[src/rtl/strobe_serial_tx_if.sv]
// Purpose: word handshake bundle between a producer and strobe_serial_tx.
// Latency: none; carries wires only.
// Backpressure: producer holds in_valid/in_data until it sees in_ready on an edge.
interface strobe_serial_tx_if #(
  parameter int WIDTH = 8
);
  logic [WIDTH-1:0] in_data;
  logic             in_valid;
  logic             in_ready;

  modport master (output in_data, output in_valid, input in_ready);
  modport slave  (input in_data, input in_valid, output in_ready);
endinterface

[src/rtl/strobe_serial_tx.sv]
// Purpose: parallel-to-serial transmitter with a generated strobe and guaranteed setup/hold around each strobe rise.
// Latency: WIDTH*(SETUP+HIGH+HOLD)+1 cycles from the accept edge back to IDLE, then one more IDLE cycle before the next accept.
// Backpressure: in_ready is high only in IDLE; inputs are ignored while busy.
module strobe_serial_tx #(
  parameter int WIDTH     = 8,
  parameter int SETUP     = 2,
  parameter int HIGH      = 2,
  parameter int HOLD      = 1,
  parameter bit MSB_FIRST = 1'b1
) (
  input  logic                     MasterClock,
  input  logic                     reset,
  strobe_serial_tx_if.slave        in_bus,
  output logic                     ser_d,
  output logic                     ser_clk,
  output logic                     ser_frame,
  output logic                     busy
);

  // The phase counter must span the longest of the three phases.
  localparam int MAX_PH = (SETUP > HIGH) ? ((SETUP > HOLD) ? SETUP : HOLD)
                                         : ((HIGH > HOLD) ? HIGH : HOLD);
  localparam int PW = (MAX_PH < 2) ? 1 : $clog2(MAX_PH + 1);
  localparam int BW = $clog2(WIDTH + 1);

  // Zero-length phases or an out-of-range word width cannot produce a valid waveform.
  if (WIDTH < 1 || WIDTH > 32) begin : g_bad_width
    $error("strobe_serial_tx: WIDTH must be in 1..32");
  end
  if (SETUP < 1 || HIGH < 1 || HOLD < 1) begin : g_bad_phase
    $error("strobe_serial_tx: SETUP, HIGH and HOLD must each be at least 1");
  end

  typedef enum logic [2:0] {
    S_IDLE,
    S_SETUP,
    S_HIGH,
    S_HOLD,
    S_FRAME
  } state_t;

  state_t           state_q;
  logic [WIDTH-1:0] shift_q;
  logic [WIDTH-1:0] shift_nxt;
  logic [BW-1:0]    bit_q;
  logic [PW-1:0]    ph_q;

  // The bit presented on the line is always at the head end of the shift register.
  function automatic logic lead_bit(input logic [WIDTH-1:0] w);
    return MSB_FIRST ? w[WIDTH-1] : w[0];
  endfunction

  assign shift_nxt = MSB_FIRST ? (shift_q << 1) : (shift_q >> 1);

  // Single registered FSM: every output is a flop, so the latch side never sees input-driven glitches.
  always_ff @(posedge MasterClock) begin
    if (reset) begin
      state_q         <= S_IDLE;
      shift_q         <= '0;
      bit_q           <= '0;
      ph_q            <= '0;
      in_bus.in_ready <= 1'b1;
      ser_d           <= 1'b0;
      ser_clk         <= 1'b0;
      ser_frame       <= 1'b0;
      busy            <= 1'b0;
    end else begin
      ser_frame <= 1'b0;
      case (state_q)
        S_IDLE: begin
          if (in_bus.in_valid) begin
            shift_q         <= in_bus.in_data;
            ser_d           <= lead_bit(in_bus.in_data);
            bit_q           <= '0;
            ph_q            <= '0;
            in_bus.in_ready <= 1'b0;
            busy            <= 1'b1;
            state_q         <= S_SETUP;
          end
        end
        S_SETUP: begin
          if (ph_q == PW'(SETUP - 1)) begin
            ph_q    <= '0;
            ser_clk <= 1'b1;
            state_q <= S_HIGH;
          end else begin
            ph_q <= ph_q + PW'(1);
          end
        end
        S_HIGH: begin
          if (ph_q == PW'(HIGH - 1)) begin
            ph_q    <= '0;
            ser_clk <= 1'b0;
            state_q <= S_HOLD;
          end else begin
            ph_q <= ph_q + PW'(1);
          end
        end
        S_HOLD: begin
          if (ph_q == PW'(HOLD - 1)) begin
            ph_q <= '0;
            if (bit_q == BW'(WIDTH - 1)) begin
              ser_frame <= 1'b1;
              state_q   <= S_FRAME;
            end else begin
              shift_q <= shift_nxt;
              ser_d   <= lead_bit(shift_nxt);
              bit_q   <= bit_q + BW'(1);
              state_q <= S_SETUP;
            end
          end else begin
            ph_q <= ph_q + PW'(1);
          end
        end
        S_FRAME: begin
          ser_d           <= 1'b0;
          in_bus.in_ready <= 1'b1;
          busy            <= 1'b0;
          state_q         <= S_IDLE;
        end
        default: begin
          state_q <= S_IDLE;
        end
      endcase
    end
  end

endmodule
[src/flat_wrapper.sv]
// flat-port wrapper written by rule: the top's interface ports become plain ports
module strobe_serial_tx_flat 
#(
  parameter int WIDTH     = 8,
  parameter int SETUP     = 2,
  parameter int HIGH      = 2,
  parameter int HOLD      = 1,
  parameter bit MSB_FIRST = 1'b1
)
  (MasterClock, reset, ser_d, ser_clk, ser_frame, busy, in_bus_in_data, in_bus_in_valid, in_bus_in_ready);
  strobe_serial_tx_if #(.WIDTH(WIDTH)) in_bus_i ();
  input  logic MasterClock;
  input  logic reset;
  output logic ser_d;
  output logic ser_clk;
  output logic ser_frame;
  output logic busy;
  input wire logic [$bits(in_bus_i.in_data)-1:0] in_bus_in_data;
  input wire logic [$bits(in_bus_i.in_valid)-1:0] in_bus_in_valid;
  output wire logic [$bits(in_bus_i.in_ready)-1:0] in_bus_in_ready;
  assign in_bus_i.in_data = in_bus_in_data;
  assign in_bus_i.in_valid = in_bus_in_valid;
  assign in_bus_in_ready = in_bus_i.in_ready;
  strobe_serial_tx #(.WIDTH(WIDTH), .SETUP(SETUP), .HIGH(HIGH), .HOLD(HOLD), .MSB_FIRST(MSB_FIRST)) u_core (.MasterClock(MasterClock), .reset(reset), .in_bus(in_bus_i), .ser_d(ser_d), .ser_clk(ser_clk), .ser_frame(ser_frame), .busy(busy));
endmodule
[config.mk]
export PLATFORM = sky130hd
export DESIGN_NAME = strobe_serial_tx_flat
export DESIGN_NICKNAME = d
export VERILOG_FILES = /design/src/rtl/strobe_serial_tx_if.sv /design/src/rtl/strobe_serial_tx.sv /design/src/flat_wrapper.sv
export SDC_FILE = /design/constraint.sdc
export NUM_CORES = 1
export LEC_CHECK = 0
export ABC_CLOCK_PERIOD_IN_PS = 1900
export CORE_AREA = 2 2 63 47
export CTS_CLUSTER_SIZE = 25
export DETAILED_ROUTE_END_ITERATION = 8
export DIE_AREA = 0 0 65 49
export PLACE_DENSITY = 0.62
export RECOVER_POWER = 25
export SETUP_SLACK_MARGIN = 0.02
export SYNTH_ARGS = -nofsm -noshare
export SYNTH_HDL_FRONTEND = slang
export SYNTH_SLANG_ARGS = --single-unit
[constraint.sdc]
create_clock -name MasterClock -period 1.9 [get_ports MasterClock]
set_clock_uncertainty 0.15 [all_clocks]
set_input_delay 0.38 -clock MasterClock [delete_from_list [all_inputs] [get_ports MasterClock]]
set_output_delay 0.38 -clock MasterClock [all_outputs]
set_load 0.03 [all_outputs]
==> results <==
==> final cells by class <==
cell class	instances	area [sq um]
tap	36	45.0
multi-input combinational	99	613
timing repair buffer	33	317
clock buffer	3	41.3
inverter	4	15.0
clock inverter	1	5.00
fill	256	1170
sequential	21	420
==> worst paths after layout <==
kind | slack (ns) | startpoint | depth (start not counted) | endpoint
setup reg to reg | 0.1 | u_core.ph_q[0] | 7 | u_core.shift_q[1]
setup / recovery | 0.1 | u_core.ser_clk | 1 | ser_clk
hold / removal | 0.31 | u_core.shift_q[0] | 2 | u_core.shift_q[0]
hold reg to reg | 0.31 | u_core.shift_q[0] | 2 | u_core.shift_q[0]
==> stage by stage <==
stage	setup slack, ns	instances	hold WS, ns	instance area (sq um)
after floorplan	0.172	133	0.282	1100
after global placement	-0.206	187	0.295	1350
after detailed placement	-0.263	187	0.302	1350
after CTS	0.0649	195	0.313	1440
after global routing	0.00171	197	0.347	1460
final	0.0965	197	0.311	1460
==> metal layers <==
layer  wire length (microns)  vias up  GRT usage (%)
met5                       0        -              0
met2                    1180       31           28.5
met4                       0        0           2.13
li1                        -      535              -
met1                    1190      479           24.1
met3                     127        0           5.54
==> kinds of logic (layout without fill, tap and decap cells) <==
logic type / Yosys count / in the layout / synth area share (%)
buf+inv: 13 / 41 / 6.04
simple gates: 60 / 60 / 25.9
compound gates: 31 / 31 / 21.5
fa+ha+maj: 5 / 5 / 5.69
flops: 21 / 21 / 38.3
xor+xnor: 1 / 1 / 0.797
mux: 2 / 2 / 1.82
==> what timing repair did <==
action,in CTS,in global routing
buffers inserted,3,2
resized for setup,2,1
setup endpoints to repair,1,6
pin swaps,2,1
gates cloned,1,0
==> sequential cells by signal (all words and copies together) (netlist names) <==
signal / flops
u_core.ser_clk: 1
u_core.bit_q: 4
u_core.ser_d: 1
u_core.state_q: 3
u_core.in_bus.in_ready: 1
u_core.ser_frame: 1
u_core.shift_q: 7
u_core.ph_q: 2
u_core.busy: 1
==> cells in the mapped netlist (2+ instances only) <==
cell	count
sky130_fd_sc_hd__a21oi_1	8
sky130_fd_sc_hd__dfxtp_1	21
sky130_fd_sc_hd__ha_1	5
sky130_fd_sc_hd__buf_2	2
sky130_fd_sc_hd__nand2_1	20
sky130_fd_sc_hd__mux2i_1	2
sky130_fd_sc_hd__a31oi_1	3
sky130_fd_sc_hd__a311oi_2	2
sky130_fd_sc_hd__nor2_1	16
sky130_fd_sc_hd__clkbuf_1	4
sky130_fd_sc_hd__nand2b_1	3
sky130_fd_sc_hd__nor3_1	8
sky130_fd_sc_hd__a311oi_1	4
sky130_fd_sc_hd__inv_1	4
sky130_fd_sc_hd__o21ai_0	5
sky130_fd_sc_hd__buf_6	2
sky130_fd_sc_hd__nand3_1	6
sky130_fd_sc_hd__nand3b_1	2
==> tightest hold or removal path: stages (launching register included) <==
cell	delay [ns]
sky130_fd_sc_hd__dfxtp_1	0.31
sky130_fd_sc_hd__nand2_1	0.05
sky130_fd_sc_hd__a21oi_1	0.05
==> where the power goes <==
group,switching (W),internal (W)
registers,0.0000211,0.000469
logic,0.000113,0.000128
clock network,0.000146,0.000146
total,0.000280,0.000744
==> summary.md <==
The run finished with clean final reports. The clock passes through at most 2 buffers. TritonCTS built the clock tree. In the post-synthesis netlist, the biggest area contributors are sky130_fd_sc_hd__dfxtp_1, sky130_fd_sc_hd__nand2_1, sky130_fd_sc_hd__ha_1, sky130_fd_sc_hd__nor2_1, sky130_fd_sc_hd__a21oi_1. Headroom to the max-slew limit came out at 77.4%.

The run gives 0 ns as the final total negative setup slack. The core box area was 2620 sq um; the floorplan die area was 3190 sq um. From synthesis to final layout, the design area changed by 32.6%. Via count of the first global-routing pass: 978. The worst setup path is of the register to output pin kind.

The top cell type by area accounts for 38.3% of the synthesized area. After synthesis the cells add up to 1100 sq um. Entering global routing, the biggest net connects 15 pins. The worst-case IR drop observed on VDD is 334 uV. STA classifies the critical path endpoint as an output pin.

In this run the vertical extent of the chip is 49 microns. The routability congestion estimate from global placement is 0.716, and the count of maximum capacitance violations is 0. The final critical path time including I/O delays and setup is 1.80 ns. The final setup violation count was 0. The logs give 55.5% for the post-route core utilization and 0.00102 W for the overall power consumption. For this run, the post-layout net count is 178. Slew at the pin closest to its max-slew limit: 0.338 ns.

The top-level port count is 16. The run gives 1 as the number of levels in the clock H-tree. Input and output buffers added on the ports amount to 15. In this run the power density over the cells is 703 nW/um^2. CTS saw 21 sinks. At the later pin of the worst-skew pair, clock insertion delay measures 0.26 ns.

For the vias after detailed routing, the log shows 1045. STA puts the critical path data arrival time at 1.27 ns. The run gives 0 as the count of final max-slew check failures. Leaving out fill and tap cells, the most frequent cell in the layout is sky130_fd_sc_hd__dfxtp_1. Grouping stages by cell kind, the critical path spends the most delay in buffers and inverters. The sequential-to-total area share from yosys stat was 38.3%; the clock-pin transition on the worst setup and hold timing paths was 0.08 ns. For the number of endpoints with negative hold slack in the final report, the log shows 0. The first detailed-routing pass ran for 4 iterations. Dividing the detail-routed wire length by the instance count gives 12.7 microns.

Of the available clock period, the critical path in the final layout requires 94.9%. Among all flip-flop cells after synthesis, the most frequent one is sky130_fd_sc_hd__dfxtp_1. Synthesis produced a netlist with a net count of 149. The floorplan has 16 rows. CTS placed an instance of sky130_fd_sc_hd__clkbuf_8 at the clock tree root. The repair_antennas step left the layout with diodes totalling 0. In this run the worst path has a maximum fanout of 3.

In the final layout, the share of cells above drive strength 1 is 16.8%. The residual overflow from global routing is 0. The routed wire length is 2500 microns, and the timing-limited maximum frequency is 0.554 GHz. For this design, the slowest cell found on the critical path is sky130_fd_sc_hd__clkdlybuf4s50_1. The sum of buffers and inverters on the critical path is 1, and the async set-reset flop share out of synthesis is 0%.

Data on the critical path is required at its endpoint by 1.37 ns. The number of warning messages in the yosys log is 0, and the total CTS buffers is 3. The number of different library cells used by synthesis comes to 34. In this run the static leakage power is 0.553 nW. Class of the tightest hold or removal check: register to register. Counting flops with a built-in enable in the synthesized netlist gives 0.

Startpoint type of the worst setup path: a register. After detailed routing, the number of remaining DRC violations is 0. The number of routed nets with antenna violations was 0.

Synthesis produced 133 cells. The synthesized design spends more area on one cell type than any other, namely sky130_fd_sc_hd__dfxtp_1. After synthesis, the mean cell area works out to 8.26 sq um. In the global route stage, overall resource usage came out at 17.8%.

The via-per-instance ratio came out at 5.30. The critical path goes through clkdlybuf4s50_1. The HPWL after detailed placement was 1780 microns. On the worst path, the slowest cell contributes a delay of 0.67 ns. In this run, the number of DRC markers left after iteration 0 of detailed routing was 61. The first global-routing pass estimated 4450 microns of wire. The initial utilization of the core area, before any placement, comes to 41.9%. The cts-stage hold buffer count is 0, and the die outline width is 65 microns. The tools report the number of antenna violations at the first check in global routing as 0. Setup repair after global routing left no endpoint under its margin. In the layout the commonest cells are sky130_fd_sc_hd__dfxtp_1, sky130_fd_sc_hd__nand2_1, sky130_fd_sc_hd__nor2_1, sky130_fd_sc_hd__buf_4, sky130_fd_sc_hd__clkdlybuf4s50_1.

Synthesis inferred 21 register bits.
(Power assumes the default switching activity.)
